**src/rtl/instr_fmt_pkg.sv**
```systemverilog
// rtl/instr_fmt_pkg.sv - instruction word field layout, loader FSM states, word packer
//
// Purpose: shared definitions for the instruction word encoder/loader.
//   Field LSB/width constants for the 32-bit control word, the loader state
//   enum and pack_instr(), which concatenates per-field values into one word.
// Ports: none (package).
package instr_fmt_pkg;

  localparam int OPC_LSB = 25;
  localparam int OPC_W   = 7;
  localparam int RW_LSB  = 24;
  localparam int RW_W    = 1;
  localparam int MD_LSB  = 22;
  localparam int MD_W    = 2;
  localparam int BS_LSB  = 20;
  localparam int BS_W    = 2;
  localparam int PS_LSB  = 19;
  localparam int PS_W    = 1;
  localparam int MW_LSB  = 18;
  localparam int MW_W    = 1;
  localparam int FS_LSB  = 13;
  localparam int FS_W    = 5;
  localparam int MA_LSB  = 12;
  localparam int MA_W    = 1;
  localparam int MB_LSB  = 11;
  localparam int MB_W    = 1;
  localparam int AA_LSB  = 6;
  localparam int AA_W    = 5;
  localparam int BA_LSB  = 1;
  localparam int BA_W    = 5;
  localparam int CS_LSB  = 0;
  localparam int CS_W    = 1;

  typedef enum logic [1:0] {
    IDLE  = 2'd0,
    LOAD  = 2'd1,
    DRAIN = 2'd2,
    DONE  = 2'd3
  } enc_state_e;

  function automatic logic [31:0] pack_instr(
    input logic [OPC_W-1:0] opcode,
    input logic [RW_W-1:0]  rw,
    input logic [MD_W-1:0]  md,
    input logic [BS_W-1:0]  bs,
    input logic [PS_W-1:0]  ps,
    input logic [MW_W-1:0]  mw,
    input logic [FS_W-1:0]  fs,
    input logic [MA_W-1:0]  ma,
    input logic [MB_W-1:0]  mb,
    input logic [AA_W-1:0]  aa,
    input logic [BA_W-1:0]  ba,
    input logic [CS_W-1:0]  cs
  );
    logic [31:0] w;
    w = '0;
    w[OPC_LSB +: OPC_W] = opcode;
    w[RW_LSB  +: RW_W]  = rw;
    w[MD_LSB  +: MD_W]  = md;
    w[BS_LSB  +: BS_W]  = bs;
    w[PS_LSB  +: PS_W]  = ps;
    w[MW_LSB  +: MW_W]  = mw;
    w[FS_LSB  +: FS_W]  = fs;
    w[MA_LSB  +: MA_W]  = ma;
    w[MB_LSB  +: MB_W]  = mb;
    w[AA_LSB  +: AA_W]  = aa;
    w[BA_LSB  +: BA_W]  = ba;
    w[CS_LSB  +: CS_W]  = cs;
    return w;
  endfunction

endpackage

```
**src/rtl/instr_word_fifo.sv**
```systemverilog
// rtl/instr_word_fifo.sv - synchronous FIFO buffering encoded instruction words
//
// Purpose: small single-clock FIFO between the encoder and the imem writer.
//   Push and pop may occur in the same cycle; a push while full or a pop
//   while empty is dropped.
// Ports:
//   clk      in   clock, rising edge
//   rst_n    in   asynchronous active-low reset (pointers/count cleared)
//   push_i   in   write wdata_i at tail
//   wdata_i  in   WIDTH data to push
//   pop_i    in   drop head entry
//   rdata_o  out  WIDTH head entry (undefined content when empty)
//   full_o   out  DEPTH entries held
//   empty_o  out  no entries held
module instr_word_fifo #(
  parameter int WIDTH = 32,
  parameter int DEPTH = 4
) (
  input  logic             clk,
  input  logic             rst_n,
  input  logic             push_i,
  input  logic [WIDTH-1:0] wdata_i,
  input  logic             pop_i,
  output logic [WIDTH-1:0] rdata_o,
  output logic             full_o,
  output logic             empty_o
);

  localparam int PTR_W = (DEPTH > 1) ? $clog2(DEPTH) : 1;
  localparam logic [PTR_W:0] FULL_CNT = (PTR_W+1)'(DEPTH);

  logic [WIDTH-1:0] mem_q [DEPTH];
  logic [PTR_W-1:0] wr_ptr_q;
  logic [PTR_W-1:0] rd_ptr_q;
  logic [PTR_W:0]   count_q;
  logic             do_push;
  logic             do_pop;

  assign full_o  = (count_q == FULL_CNT);
  assign empty_o = (count_q == '0);
  assign do_push = push_i & ~full_o;
  assign do_pop  = pop_i & ~empty_o;
  assign rdata_o = mem_q[rd_ptr_q];

  // DEPTH is a power of two, so the pointers wrap by natural overflow.
  always_ff @(posedge clk or negedge rst_n) begin
    if (!rst_n) begin
      wr_ptr_q <= '0;
      rd_ptr_q <= '0;
      count_q  <= '0;
    end else begin
      if (do_push) wr_ptr_q <= wr_ptr_q + PTR_W'(1);
      if (do_pop)  rd_ptr_q <= rd_ptr_q + PTR_W'(1);
      case ({do_push, do_pop})
        2'b10:   count_q <= count_q + (PTR_W+1)'(1);
        2'b01:   count_q <= count_q - (PTR_W+1)'(1);
        default: count_q <= count_q;
      endcase
    end
  end

  // Storage needs no reset: entries are only read once counted valid.
  always_ff @(posedge clk) begin
    if (do_push) mem_q[wr_ptr_q] <= wdata_i;
  end

endmodule

```
**src/rtl/instr_word_encoder_loader.sv**
```systemverilog
// rtl/instr_word_encoder_loader.sv - packs control fields into words and loads them into imem
//
// Purpose: accepts per-field control tuples, packs each into a 32-bit
//   instruction word, buffers it in instr_word_fifo and writes the words to
//   consecutive imem addresses starting at BASE_ADDR.
//   Optional macro INSTR_ENC_CHKSUM_EN: keeps an XOR checksum of the words
//   written this session; without it chksum is tied to zero.
// Ports:
//   clk, rst_n              clock, asynchronous active-low reset
//   start                   pulse: begin a load session (only honoured in IDLE)
//   in_valid/in_ready       tuple handshake; in_last marks the final tuple
//   opcode..cs              control fields to pack
//   imem_we/imem_ready      imem write handshake
//   imem_addr/imem_wdata    write address / encoded word
//   busy                    session active (state != IDLE)
//   done                    one-cycle pulse at session end
//   ovf                     sticky: address wrapped past the top of imem
//   chksum                  XOR of committed words this session
module instr_word_encoder_loader
  import instr_fmt_pkg::*;
#(
  parameter int                ADDR_W    = 8,
  parameter logic [ADDR_W-1:0] BASE_ADDR = '0,
  parameter int                DEPTH     = 4
) (
  input  logic              clk,
  input  logic              rst_n,
  input  logic              start,
  input  logic              in_valid,
  output logic              in_ready,
  input  logic              in_last,
  input  logic [6:0]        opcode,
  input  logic              rw,
  input  logic [1:0]        md,
  input  logic [1:0]        bs,
  input  logic              ps,
  input  logic              mw,
  input  logic [4:0]        fs,
  input  logic              ma,
  input  logic              mb,
  input  logic [4:0]        aa,
  input  logic [4:0]        ba,
  input  logic              cs,
  output logic              imem_we,
  input  logic              imem_ready,
  output logic [ADDR_W-1:0] imem_addr,
  output logic [31:0]       imem_wdata,
  output logic              busy,
  output logic              done,
  output logic              ovf,
  output logic [31:0]       chksum
);

  enc_state_e        state_q, state_d;
  logic [ADDR_W-1:0] addr_q, addr_d;
  logic              ovf_q, ovf_d;

  logic              fifo_full;
  logic              fifo_empty;
  logic [31:0]       fifo_head;
  logic [31:0]       word;
  logic              accept;
  logic              commit;
  logic              session_start;

  assign word = pack_instr(opcode, rw, md, bs, ps, mw, fs, ma, mb, aa, ba, cs);

  assign in_ready      = (state_q == LOAD) & ~fifo_full;
  assign accept        = in_valid & in_ready;
  assign imem_we       = ~fifo_empty & ((state_q == LOAD) | (state_q == DRAIN));
  assign commit        = imem_we & imem_ready;
  assign session_start = (state_q == IDLE) & start;

  // Data is gated so the bus reads zero whenever no write is requested.
  assign imem_wdata = imem_we ? fifo_head : 32'h0;
  assign imem_addr  = addr_q;
  assign busy       = (state_q != IDLE);
  assign done       = (state_q == DONE);
  assign ovf        = ovf_q;

  instr_word_fifo #(
    .WIDTH (32),
    .DEPTH (DEPTH)
  ) u_fifo (
    .clk     (clk),
    .rst_n   (rst_n),
    .push_i  (accept),
    .wdata_i (word),
    .pop_i   (commit),
    .rdata_o (fifo_head),
    .full_o  (fifo_full),
    .empty_o (fifo_empty)
  );

  always_ff @(posedge clk or negedge rst_n) begin
    if (!rst_n) begin
      state_q <= IDLE;
      addr_q  <= BASE_ADDR;
      ovf_q   <= 1'b0;
    end else begin
      state_q <= state_d;
      addr_q  <= addr_d;
      ovf_q   <= ovf_d;
    end
  end

  always_comb begin
    state_d = state_q;
    addr_d  = addr_q;
    ovf_d   = ovf_q;

    case (state_q)
      IDLE: begin
        if (start) begin
          state_d = LOAD;
          addr_d  = BASE_ADDR;
          ovf_d   = 1'b0;
        end
      end
      LOAD: begin
        if (accept && in_last) state_d = DRAIN;
      end
      DRAIN: begin
        // Empty FIFO means the final commit has already happened.
        if (fifo_empty) state_d = DONE;
      end
      DONE: begin
        state_d = IDLE;
      end
      default: begin
        state_d = IDLE;
      end
    endcase

    // Commits only occur in LOAD/DRAIN, so they never collide with start.
    if (commit) begin
      addr_d = addr_q + ADDR_W'(1);
      if (addr_q == {ADDR_W{1'b1}}) ovf_d = 1'b1;
    end
  end

`ifdef INSTR_ENC_CHKSUM_EN
  logic [31:0] chk_q, chk_d;

  always_comb begin
    chk_d = chk_q;
    if (session_start) begin
      chk_d = 32'h0;
    end else if (commit) begin
      chk_d = chk_q ^ imem_wdata;
    end
  end

  always_ff @(posedge clk or negedge rst_n) begin
    if (!rst_n) begin
      chk_q <= 32'h0;
    end else begin
      chk_q <= chk_d;
    end
  end

  assign chksum = chk_q;
`else
  logic unused_start;
  assign unused_start = session_start;
  assign chksum       = 32'h0;
`endif

endmodule
```
**config.mk**
```make
export PLATFORM = sky130hd
export DESIGN_NAME = instr_word_encoder_loader
export DESIGN_NICKNAME = d
export VERILOG_FILES = /design/src/rtl/instr_fmt_pkg.sv /design/src/rtl/instr_word_fifo.sv /design/src/rtl/instr_word_encoder_loader.sv
export SDC_FILE = /design/constraint.sdc
export NUM_CORES = 1
export LEC_CHECK = 0
export ABC_CLOCK_PERIOD_IN_PS = 4150
export CORE_ASPECT_RATIO = 1.25
export CORE_UTILIZATION = 50
export DETAILED_ROUTE_END_ITERATION = 8
export GPL_TIMING_DRIVEN = 0
export PLACE_DENSITY = 0.87
export SETUP_SLACK_MARGIN = 0.15
export SKIP_CTS_REPAIR_TIMING = 1
export SYNTH_ARGS = -nofsm -noshare
export SYNTH_HDL_FRONTEND = slang
export SYNTH_HIERARCHICAL = 1
export SYNTH_SLANG_ARGS = --single-unit
```
**constraint.sdc**
```tcl
create_clock -name clk -period 4.15 [get_ports clk]
set_input_delay 0.83 -clock clk [delete_from_list [all_inputs] [get_ports clk]]
set_output_delay 0.83 -clock clk [all_outputs]
set_load 0.03 [all_outputs]
```
; ---- Word level (Yosys, flattened, before mapping)
; Memory sizes are Yosys's and may differ from the RTL's.
; Cells that the tools add are included.
[totals]
ram_bits = 128
input_bits = 38
output_inout_bits = 77
wordCells = 55
n_memories = 1
reg_bits = 18
[memory_table]
columns = memory, depth, word_bits, read_ports, rd_clocked_by_memory_dff, wr, line_no
row1 = u_fifo.mem_q, 4, 32, 1, 0, 1, instr_word_fifo.sv:32  ; logic [WIDTH-1:0] mem_q [DEPTH];
[op_classes]
add_sub_neg = 5
eq_ne = 10
reduce_logical = 9
mux = 15
n_bitwise = 9
[op_table]
columns = operator, n
row1 = $mux W32, 1
row2 = $mux W8, 3
row3 = $add A8 B1 Y8 const B, 1
row4 = $eq A8 B8 Y1 const B, 1
row5 = $pmux W2 S4, 1
row6 = $reduce_bool A2 Y1, 4
row7 = $and A1 B1 Y1, 6
row8 = $eq A2 B2 Y1 const B, 3
row9 = $mux W1, 6
row10 = $mux W2, 3
row11 = $pmux W3 S2, 1
row12 = $add A2 B1 Y2 const B, 2
row13 = $eq A2 B1 Y1 const B, 2
row14 = $ne A2 B1 Y1 const B, 2
row15 = $add A3 B1 Y3 const B, 1
row16 = $eq A3 B3 Y1 const B, 1
row17 = $logic_not A3 Y1, 1
row18 = $reduce_and A3 Y1, 1
row19 = $sub A3 B1 Y3 const B, 1
row20 = $logic_not A2 Y1, 1
row21 = $ne A2 B2 Y1 const B, 1
row22 = $not A1 Y1, 2
row23 = $reduce_and A2 Y1, 1
row24 = $logic_and A1 B1 Y1, 1
row25 = $or A1 B1 Y1, 1

; ---- Logic depth before layout (Yosys ltp)
; Gate-level depths: netlist (run 1).
[depth]
ltp_word = 7
depth_mapped = 12
mapped_depth_nobuf = 12

; ---- Hierarchy
; Netlist (run 1), hierarchy kept.
[by_module_without_submodules]
columns = module, instances, cells_per_inst, area_per_inst_um2
row1 = instr_word_fifo, 1, 205, 5091.1
row2 = instr_word_encoder_loader, 1, 138, 1109.8

; ---- Worst setup path after synthesis (run 1)
; OpenSTA, ideal clock, no wires.
[synth_timing]
kind = register -> output
start = register state_q[0]
end = output port imem_wdata[22]
arrival_ns = 1.763
t_required_ns = 3.320
path_slack_ns = 1.557
stages_incl_launch_ff = 6
path_buffers = 1
cell_sequence = dfrtp_1 inv_1 ha_1 nor2b_1 clkbuf_1 and2_1
[synth_via]
elab_chain_cells = 4
elab_cells_between_ends = 5
[synth_rtl]
columns = item, line_no
row1 = from (decl), instr_word_encoder_loader.sv:54  ; enc_state_e state_q, state_d;
row2 = from (signal assigned), instr_word_encoder_loader.sv:101  ; state_q <= state_d;
row3 = $eq A2 B1 Y1 or $eq A2 B2 Y1 (tied branches), instr_word_encoder_loader.sv:70  ; assign imem_we = ~fifo_empty & ((state_q == LOAD) | (state_q == DRAIN));
row4 = $or A1 B1 Y1 *, instr_word_encoder_loader.sv:70
row5 = $and A1 B1 Y1 *, instr_word_encoder_loader.sv:70
row6 = net imem_we, instr_word_encoder_loader.sv:44  ; output logic imem_we,
row7 = $mux W32 *, instr_word_encoder_loader.sv:75  ; assign imem_wdata = imem_we ? fifo_head : 32'h0;
row8 = to (decl), instr_word_encoder_loader.sv:47  ; output logic [31:0] imem_wdata,
; The timed path passes the listed nets; every way through them passes the cells marked *.

; ---- Final worst setup path (run 1)
[layout_timing]
start = register state_q[0]
end = output port imem_wdata[19]
[layout_via]
elab_chain_cells = 4
elab_cells_between_ends = 5
[layout_rtl]
columns = item, line_no
row1 = $eq A2 B1 Y1 or $eq A2 B2 Y1 (tied branches), instr_word_encoder_loader.sv:70
row2 = $or A1 B1 Y1 *, instr_word_encoder_loader.sv:70
row3 = $and A1 B1 Y1 *, instr_word_encoder_loader.sv:70
row4 = $mux W32 *, instr_word_encoder_loader.sv:75
; Every way passes the cells marked *; elsewhere a longest branch is shown, timed or not.

==> reports/qor.yml, run 1 <==
status:
  status: "finished, final reports clean"
hold_path:
  whs_path_depth: 2
  min_to: "ovf"
  hp-start: "ovf"
  hold_class: "flop to flop"
logic_synthesis:
  yosysMostFrequentCell: "edfxtp_1"
  synthCells: 343
  ys_seq_elements: 146
  synth_largest_area_cell: "edfxtp_1"
  synthTopCellsByCount: "edfxtp_1, and2_1, buf_4"
  synth.area.top_cells: "edfxtp_1, mux4_2, dfrtp_1"
  synth_cell_types: 41
  ys_warn_count: 6
  ys.flop_type: "edfxtp_1"
  ys_seq_area_share_pct: 69.2
  syn_area_mm2: 0.00620
  avgSynthCellArea_um2: 18.1
  synth_edf_count: 128
  synthArstFlopShare_pct: 12.3
  synth_top_area_share_pct: 62.0
floorplanning:
  die_h_um: 127
  dieArea_mm2: 0.0129
  io_pins: 115
  die_w_um: 102
  fp-row-count: 45
  core_area_mm2: 0.0121
  initial_core_util_pct: 51.2
final_layout:
  fillCellCount: 864
  drive_above_1_share_pct: 21.7
  n_antenna_cell: 0
  final-seq-area_mm2: 0.00429
  area_growth_pct: 28.2
  post-route-util_pct: 65.7
  multiInputGateArea_mm2: 0.00162
  nets: 524
sta:
  setup_viol_count_final: 0
  slew_viol_final: 0
  setup_tns_ns: 0
  timing.hold.ws_ns: 0.485
  fmax_ghz: 0.268
  relSlewSlack_pct: 37.9
  rsz0062_at_grt: "no"
  finalCritPeriodShare_pct: 89.8
  skew_ns: 0.00870
  min_period_ns: 3.72
  report.final.hold_viol_count: 0
  tightestPinTransition_ns: 0.931
routing:
  ant_nets: 0
  vias_per_cell: 5.07
  totalWireLength_um: 10500
  route.detailed.drc: 0
  vias: 3306
  drtIter0Drc: 112
  wl_per_cell_um: 16.2
  firstDrtPassIters: 4
clocking:
  path_clk_slew_ns: 0.06
  cts_buffers: 17
  htree_levels: 4
  cts_root_buf: "clkbuf_16"
  tritoncts: "yes"
  clock_path_buffers: 2
  clk_latency_ns: 0.40
  cts_sinks: 146
setup_path:
  worstPathBufferInverterCount: 3
  critical_path.max_fanout: 10
  slowest_stage: "clkdlybuf4s50_1"
  crit_required_ns: 3.32
  crit_chain: "inv_1 -> ha_1 -> nor2b_1 -> clkbuf_1 -> and2_1 -> clkdlybuf4s50_1"
  worstRegToRegCells: 12
  cp_slowest_stage_delay_ns: 0.68
  critPathArrivalTime_ns: 2.89
  r2r_end: "u_fifo/count_q[2]"
  r2r-start: "state_q[0]"
  end_kind: "primary output"
  worst_setup_path_start_kind: "flop"
  critical_path_class: "flop to primary output"
  reg2reg_setup_slack_ns: 1.46
  cp_top_family: "buffers and inverters"
power_and_ir_drop:
  leakagePower_nw: 2.91
  peakVddDrop_mv: 0.483
  power_mw: 6.05
  swShare_pct: 34.9
  power_frac_seq_pct: 31.1
  p_per_area_mw_per_mm2: 761
  p_sw_mw: 2.11
  intPower_mw: 3.94
  comb_power_share_pct: 43.6
  clock_power_share_pct: 25.3
global_routing:
  grt_pass1_wl_um: 16800
  grt_usage_pct: 18.0
  grt_pass1_vias: 3286
  grt_max_degree: 33
  grt-ovfl-total: 0
  antenna_found_initial: 0
placement:
  dpl.hpwl_um: 6790
  routabilityCongestion: 0.681
  placement.io_buffers: 82
run:
  maxCapViolCount: 0
## layer usage
layer | GRT usage, % | part of all wire, %
met1 | 22.5 | 42
met5 | 0 | 0
met4 | 7.67 | 1.5
met2 | 29.9 | 51
met3 | 4.41 | 5.4
## through the flow
stage | cells | setup WS, ns | instance area (um2)
global route | 652 | 0.201 | 7950
CTS | 652 | 0.283 | 7950
floorplan | 374 | 1.56 | 6320
finish | 652 | 0.425 | 7950
global placement | 620 | 0.603 | 7340
detailed placement | 620 | 0.743 | 7350
## cell usage in the layout (no fill, tap or decap), types with 2 or more instances in the layout
cell,instances
edfxtp_1,128
clkdlybuf4s50_1,82
and2_1,33
buf_4,32
conb_1,32
mux4_2,28
dfrtp_1,18
clkbuf_16,17
inv_1,15
ha_1,10
nand2_1,8
nand3_1,7
clkbuf_1,5
mux2i_1,5
inv_6,5
buf_2,4
mux4_1,4
and2_2,4
o21ai_0,3
a31oi_1,3
clkinvlp_4,3
bufinv_16,3
buf_12,3
xnor2_1,3
xor2_1,3
nand3b_1,2
nand4_1,2
o31ai_1,2
nor2_1,2
o31a_1,2
clkinv_1,2
## worst reg2reg max path, delay by kind of cell, from the launching register on
kind / cells / cell delay (ns)
simple gates: 2 / 0.23
xor+xnor: 2 / 0.31
flops: 1 / 0.39
compound gates: 1 / 0.26
buf+inv: 4 / 0.52
fa+ha+maj: 3 / 0.90
## power by group through the flow
stage	clock network [mW]	registers, mW	logic (mW)
2_1_floorplan	0	1.93	1.74
3_3_place_gp	0	1.90	2.64
3_5_place_dp	0	1.91	2.68
4_1_cts	1.56	1.88	2.70
5_1_grt	1.62	1.90	2.84
6_report	1.53	1.88	2.64
## cells by family after synthesis
| kind of cell | after synthesis | share of synthesized area (%) |
|---|---|---|
| flops | 146 | 69.2 |
| simple gates | 66 | 6.34 |
| buf+inv | 60 | 6.56 |
| mux | 39 | 13.0 |
| compound gates | 14 | 1.57 |
| fa+ha+maj | 11 | 2.34 |
| xor+xnor | 6 | 0.848 |
| other cells | 1 | 0.0605 |
## sequential cells by signal, indices dropped and copies added (netlist names)
signal           count
imem_addr            8
ovf                  1
state_q              2
u_fifo/count_q       3
u_fifo/mem_q       128
u_fifo/rd_ptr_q      2
u_fifo/wr_ptr_q      2
## how the worst max path moves through the flow
| stage | from | end | slack, ns | cells past startpoint |
|---|---|---|---|---|
| floorplan | state_q[0] | imem_wdata[22] | 1.56 | 5 |
| global placement | in_valid | u_fifo/mem_q[2][17] | 0.60 | 4 |
| detailed placement | state_q[0] | imem_wdata[15] | 0.74 | 6 |
| CTS | state_q[0] | imem_wdata[19] | 0.28 | 6 |
| global route | state_q[1] | imem_wdata[19] | 0.20 | 6 |
| finish | state_q[0] | imem_wdata[19] | 0.43 | 6 |
## final cells by class
class	instances	share of cell area, %
Inverter	16	0.755
Sequential cell	146	54.0
Timing Repair Buffer	82	10.3
Clock inverter	14	2.20
Multi-Input combinational cell	168	20.4
Buffer	44	4.36
Tap cell	164	2.58
Clock buffer	18	5.40
(Power assumes the default switching activity.)
==> run 2: changes to the inputs <==
--- a/config.mk
+++ b/config.mk
@@ -5,7 +5,7 @@
 export SDC_FILE = /design/constraint.sdc
 export NUM_CORES = 1
 export LEC_CHECK = 0
-export ABC_CLOCK_PERIOD_IN_PS = 4150
+export ABC_CLOCK_PERIOD_IN_PS = 3570
 export CORE_ASPECT_RATIO = 1.25
 export CORE_UTILIZATION = 50
 export DETAILED_ROUTE_END_ITERATION = 8
==> constraint.sdc (replaced) <==
create_clock -name clk -period 3.57 [get_ports clk]
set_input_delay 0.714 -clock clk [delete_from_list [all_inputs] [get_ports clk]]
set_output_delay 0.714 -clock clk [all_outputs]
set_load 0.03 [all_outputs]
==> reports/qor.yml, run 2 (synthesis gave the netlist of run 1 again) <==
status:
  status: "finished, final reports clean"
setup_path:
  worstPathBufferInverterCount: 3  # unchanged
  critical_path.max_fanout: 10  # unchanged
  startpoint: "state_q[0]"
  critical_path_class: "flop to primary output"
  crit_chain: "inv_1 -> ha_1 -> nor2b_4 -> buf_2 -> and2_1 -> clkdlybuf4s50_1"
  cp_top_family: "buffers and inverters"
  crit_required_ns: 2.86  # -0.46 ns
  worst_setup_path_start_kind: "flop"
  end_kind: "primary output"
  slowest_stage: "clkdlybuf4s50_1"
  cp_slowest_stage_delay_ns: 0.68  # about the same
  r2r-start: "state_q[0]"
  critPathArrivalTime_ns: 2.54  # -0.35 ns
power_and_ir_drop:
  power_mw: 7.06  # +17%
  intPower_mw: 4.60  # +17%
  comb_power_share_pct: 43.8  # +0.2 points
  peakVddDrop_mv: 0.563  # +16%
  swShare_pct: 34.8  # -0.089 points
  p_per_area_mw_per_mm2: 886  # +16%
  p_sw_mw: 2.46  # +16%
  power_frac_seq_pct: 31.0  # about the same
  clock_power_share_pct: 25.2  # about the same
  leakagePower_nw: 2.94  # +1.0%
hold_path:
  hold_class: "flop to flop"
  hp-start: "ovf"
clocking:
  htree_levels: 4  # unchanged
  path_clk_slew_ns: 0.06  # about the same
  clock_path_buffers: 2  # unchanged
  cts_root_buf: "clkbuf_16"
  cts_sinks: 146  # unchanged
  cts_buffers: 17  # unchanged
  clk_latency_ns: 0.40  # about the same
  tritoncts: "yes"
sta:
  timing.hold.ws_ns: 0.485  # -0.00000400 ns
  rsz0062_at_grt: "no"
  layout_setup_ws_ns: 0.315  # -0.111 ns
  slew_viol_final: 0  # unchanged
  min_period_ns: 3.26
  fmax_ghz: 0.307
  relSlewSlack_pct: 38.1  # +0.15 points
  setup_viol_count_final: 0  # unchanged
  report.final.hold_viol_count: 0  # unchanged
  skew_ns: 0.00973  # +0.00103 ns
  finalCritPeriodShare_pct: 91.2
  tightestPinTransition_ns: 0.929  # -0.00224 ns
  setup_tns_ns: 0  # unchanged
global_routing:
  grt_pass1_wl_um: 16800  # unchanged
  grt_pass1_vias: 3286  # unchanged
  grt_max_degree: 33  # unchanged
  antenna_found_initial: 0  # unchanged
  grt-ovfl-total: 0  # unchanged
  grt_usage_pct: 18.0  # unchanged
routing:
  firstDrtPassIters: 5  # +1
  wl_per_cell_um: 16.1  # -0.38%
  ant_nets: 0  # unchanged
  totalWireLength_um: 10500  # -0.38%
  vias_per_cell: 5.03  # -0.73%
  route.detailed.drc: 0  # unchanged
  drtIter0Drc: 100  # -11%
  vias: 3282  # -0.73%
final_layout:
  largest_register_ffs: 128  # unchanged
  drive_above_1_share_pct: 22.5  # +0.82 points
  layout_commonest_cell: "edfxtp_1"
  area_growth_pct: 28.5
  n_antenna_cell: 0  # unchanged
  layout_common_cells: "edfxtp_1, clkdlybuf4s50_1, and2_1"
  top_register: "u_fifo/mem_q"
  nets: 524  # unchanged
placement:
  placement.io_buffers: 82  # unchanged
  routabilityCongestion: 0.681  # unchanged
  dpl.hpwl_um: 6790  # unchanged
  pre_cts_ws_ns: 0.279  # -0.464 ns
run:
  maxCapViolCount: 0  # unchanged
floorplanning:
  fp-row-count: 45  # unchanged
  die_w_um: 102  # unchanged
  initial_core_util_pct: 51.2  # unchanged
  die_h_um: 127  # unchanged
  dieArea_mm2: 0.0129  # unchanged
  core_area_mm2: 0.0121  # unchanged
  io_pins: 115  # unchanged
==> run 2: changes by cell type in the layout (fill, tap and decap cells not counted), sizes merged <==
cell / change
dlymetal6s2s: +1
clkbuf: -1
buf: +1
clkdlybuf4s50: -1
==> run 2: area by class of cell <==
class,instances,area [um2]
Sequential cell,146,4290
Fill cell,859,4140
Multi-Input combinational cell,168,1630
Timing Repair Buffer,82,823
Clock buffer,18,429
Buffer,44,350
Tap cell,164,205
Clock inverter,14,175
Inverter,16,60.1
==> run 2: metal layers <==
layer	track usage (%)	routed length, um	vias to the layer above
met2	29.9	5400	103
met4	7.67	148	0
met5	0	0	-
met1	22.5	4370	1647
li1	-	-	1518
met3	4.41	581	14
==> run 2: per-stage QoR <==
step	utilization, %	cells	cell area [um2]
floorplan	-	374	6320
global placement	60.7	620	7340
finish	65.8	652	7970
global route	65.8	652	7970
CTS	65.7	652	7950
detailed placement	60.7	620	7350
==> run 2: path summary, 6_finish.rpt <==
check	slack (ns)	endpoint	depth (start not counted)
setup reg to reg	0.87	u_fifo/count_q[2]	12
max in group asynchronous	2.23	u_fifo/wr_ptr_q[1]	1
hold reg to reg	0.49	ovf	2
min in group asynchronous	0.80	imem_addr[0]	1
hold / removal	0.49	ovf	2
setup / recovery	0.31	imem_wdata[19]	6
==> run 2: power by group through the flow <==
stage	clock network, mW	logic [mW]	registers (mW)
2_1_floorplan	0	2.02	2.24
3_3_place_gp	0	3.07	2.21
3_5_place_dp	0	3.12	2.22
4_1_cts	1.82	3.14	2.19
5_1_grt	1.88	3.33	2.21
6_report	1.78	3.09	2.19
==> run 2: tightest hold or removal path, cell delays in order (launching register included) <==
cell     delay (ns)
dfrtp_1        0.34
nand2_1        0.05
o31ai_1        0.06
==> run 3: changes to the inputs <==
--- a/config.mk
+++ b/config.mk
@@ -11,6 +11,7 @@
 export DETAILED_ROUTE_END_ITERATION = 8
 export GPL_TIMING_DRIVEN = 0
 export PLACE_DENSITY = 0.87
+export RECOVER_POWER = 50
 export SETUP_SLACK_MARGIN = 0.15
 export SKIP_CTS_REPAIR_TIMING = 1
 export SYNTH_ARGS = -nofsm -noshare
==> reports/qor.yml, run 3 (synthesis gave the netlist of run 1 again) <==
status:
  status: "finished, final reports clean"
floorplanning:
  die_h_um: 127  # unchanged
  die_w_um: 102  # unchanged
  io_pins: 115  # unchanged
  core_area_mm2: 0.0121  # unchanged
  fp-row-count: 45  # unchanged
  dieArea_mm2: 0.0129  # unchanged
  initial_core_util_pct: 51.2  # unchanged
routing:
  totalWireLength_um: 10500  # about the same
  drtIter0Drc: 121  # +21%
  route.detailed.drc: 0  # unchanged
  ant_nets: 0  # unchanged
  vias: 3285  # +0.091%
  firstDrtPassIters: 6  # +1
  wl_per_cell_um: 16.1  # -0.38%
  vias_per_cell: 5.02  # -0.21%
final_layout:
  top_register: "u_fifo/mem_q"
  largest_register_ffs: 128  # unchanged
  area_growth_pct: 28.4  # about the same
  stdcell_area_mm2: 0.00796  # about the same
  layout_commonest_cell: "edfxtp_1"
  layout_common_cells: "edfxtp_1, clkdlybuf4s50_1, dlygate4sd3_1"
  fillCellCount: 860  # +0.12%
  nets: 524  # unchanged
  drive_above_1_share_pct: 21.7  # -0.82 points
  stdcell_count: 654  # +0.31%
setup_path:
  r2r-start: "u_fifo/count_q[0]"
  critical_path.max_fanout: 10  # unchanged
  crit_required_ns: 2.86  # about the same
  critical_path_class: "flop to primary output"
  critPathArrivalTime_ns: 2.53  # about the same
  worst_setup_path_start_kind: "flop"
  end_kind: "primary output"
  startpoint: "state_q[0]"
global_routing:
  use_met1_pct: 22.5  # unchanged
  grt-ovfl-total: 0  # unchanged
  gr-usage-met2_pct: 29.9  # unchanged
  gr-usage-met3_pct: 4.41  # unchanged
  grt_pass1_wl_um: 16800  # unchanged
  busiest_layer: "met2"
  grt_pass1_vias: 3286  # unchanged
  grt_max_degree: 33  # unchanged
  antenna_found_initial: 2  # +2
  grt_usage_pct: 18.0  # unchanged
placement:
  dp_cells: 620  # unchanged
  dpl_cell_area_mm2: 0.00735  # unchanged
  routabilityCongestion: 0.681  # unchanged
  dpl.hpwl_um: 6790  # unchanged
  pre_cts_ws_ns: 0.279  # unchanged
  placement.io_buffers: 82  # unchanged
sta:
  slew_viol_final: 0  # unchanged
  rsz0062_at_grt: "no"
  min_period_ns: 3.25  # -0.00811 ns
  tightestPinTransition_ns: 0.937  # +0.00800 ns
  report.final.hold_viol_count: 0  # unchanged
  setup_viol_count_final: 0  # unchanged
  fmax_ghz: 0.308  # +0.25%
  finalCritPeriodShare_pct: 91.0  # -0.23 points
  timing.hold.ws_ns: 0.480  # -0.00517 ns
  relSlewSlack_pct: 37.6  # -0.53 points
  skew_ns: 0.00932  # -0.000416 ns
  layout_setup_ws_ns: 0.323  # +0.00811 ns
power_and_ir_drop:
  peakVddDrop_mv: 0.562  # about the same
  comb_power_share_pct: 43.7  # about the same
  power_mw: 7.04  # -0.34%
  clock_power_share_pct: 25.3  # about the same
  leakagePower_nw: 2.96  # +0.93%
  swShare_pct: 34.9  # +0.041 points
  p_per_area_mw_per_mm2: 884  # -0.29%
  power_frac_seq_pct: 31.0  # about the same
  p_sw_mw: 2.45  # -0.22%
  intPower_mw: 4.58  # -0.40%
hold_path:
  hp-start: "ovf"
  hold_class: "flop to flop"
clocking:
  cts_root_buf: "clkbuf_16"
  tritoncts: "yes"
  path_clk_slew_ns: 0.06  # about the same
  clk_latency_ns: 0.41  # about the same
  htree_levels: 4  # unchanged
  cts_buffers: 17  # unchanged
  clock_path_buffers: 2  # unchanged
  cts_sinks: 146  # unchanged
run:
  maxCapViolCount: 0  # unchanged
run 3: area by class of cell:
type | instances | area (um2) | area share (%)
clock inverter | 14 | 175 | 2.20
inverter | 16 | 60.1 | 0.754
timing repair buffer | 82 | 823 | 10.3
tap | 164 | 205 | 2.58
multi-input combinational | 168 | 1620 | 20.4
buffer | 44 | 349 | 4.38
clock buffer | 18 | 429 | 5.39
antenna | 2 | 5.00 | 0.0629
sequential | 146 | 4290 | 53.9
run 3: worst paths after layout:
check	to	slack, ns	cells after the start
setup reg to reg	u_fifo/count_q[1]	0.63	9
min in group asynchronous	imem_addr[0]	0.87	1
max in group asynchronous	u_fifo/wr_ptr_q[1]	2.15	1
hold / removal	ovf	0.48	2
setup / recovery	imem_wdata[19]	0.32	6
hold reg to reg	ovf	0.48	2
run 3: critical path, cell delays in order (launching register included):
cell	delay [ns]
dfrtp_1	0.39
inv_1	0.09
ha_1	0.32
nor2b_4	0.23
buf_2	0.25
and2_1	0.17
clkdlybuf4s50_1	0.68
run 3: through the flow:
| stage | util [%] | TNS, ns |
|---|---|---|
| global placement | 60.7 | 0 |
| global route | 65.8 | 0 |
| detailed placement | 60.7 | 0 |
| floorplan | - | 0 |
| finish | 65.8 | 0 |
| CTS | 65.7 | -3.35 |
run 3: power groups by stage:
stage	Sequential, mW	Clock, mW	Combinational, mW
after detailed placement	2.22	0	3.12
final	2.18	1.78	3.07
after global routing	2.21	1.88	3.31
after floorplan	2.24	0	2.02
after global placement	2.21	0	3.07
after CTS	2.19	1.82	3.14
run 3: routing by layer:
layer | vias to the layer above | share of wire, % | wire [um]
met3 | 14 | 5.5 | 575
met5 | - | 0 | 0
li1 | 1518 | - | -
met2 | 106 | 51 | 5380
met4 | 0 | 1.5 | 158
met1 | 1647 | 42 | 4380
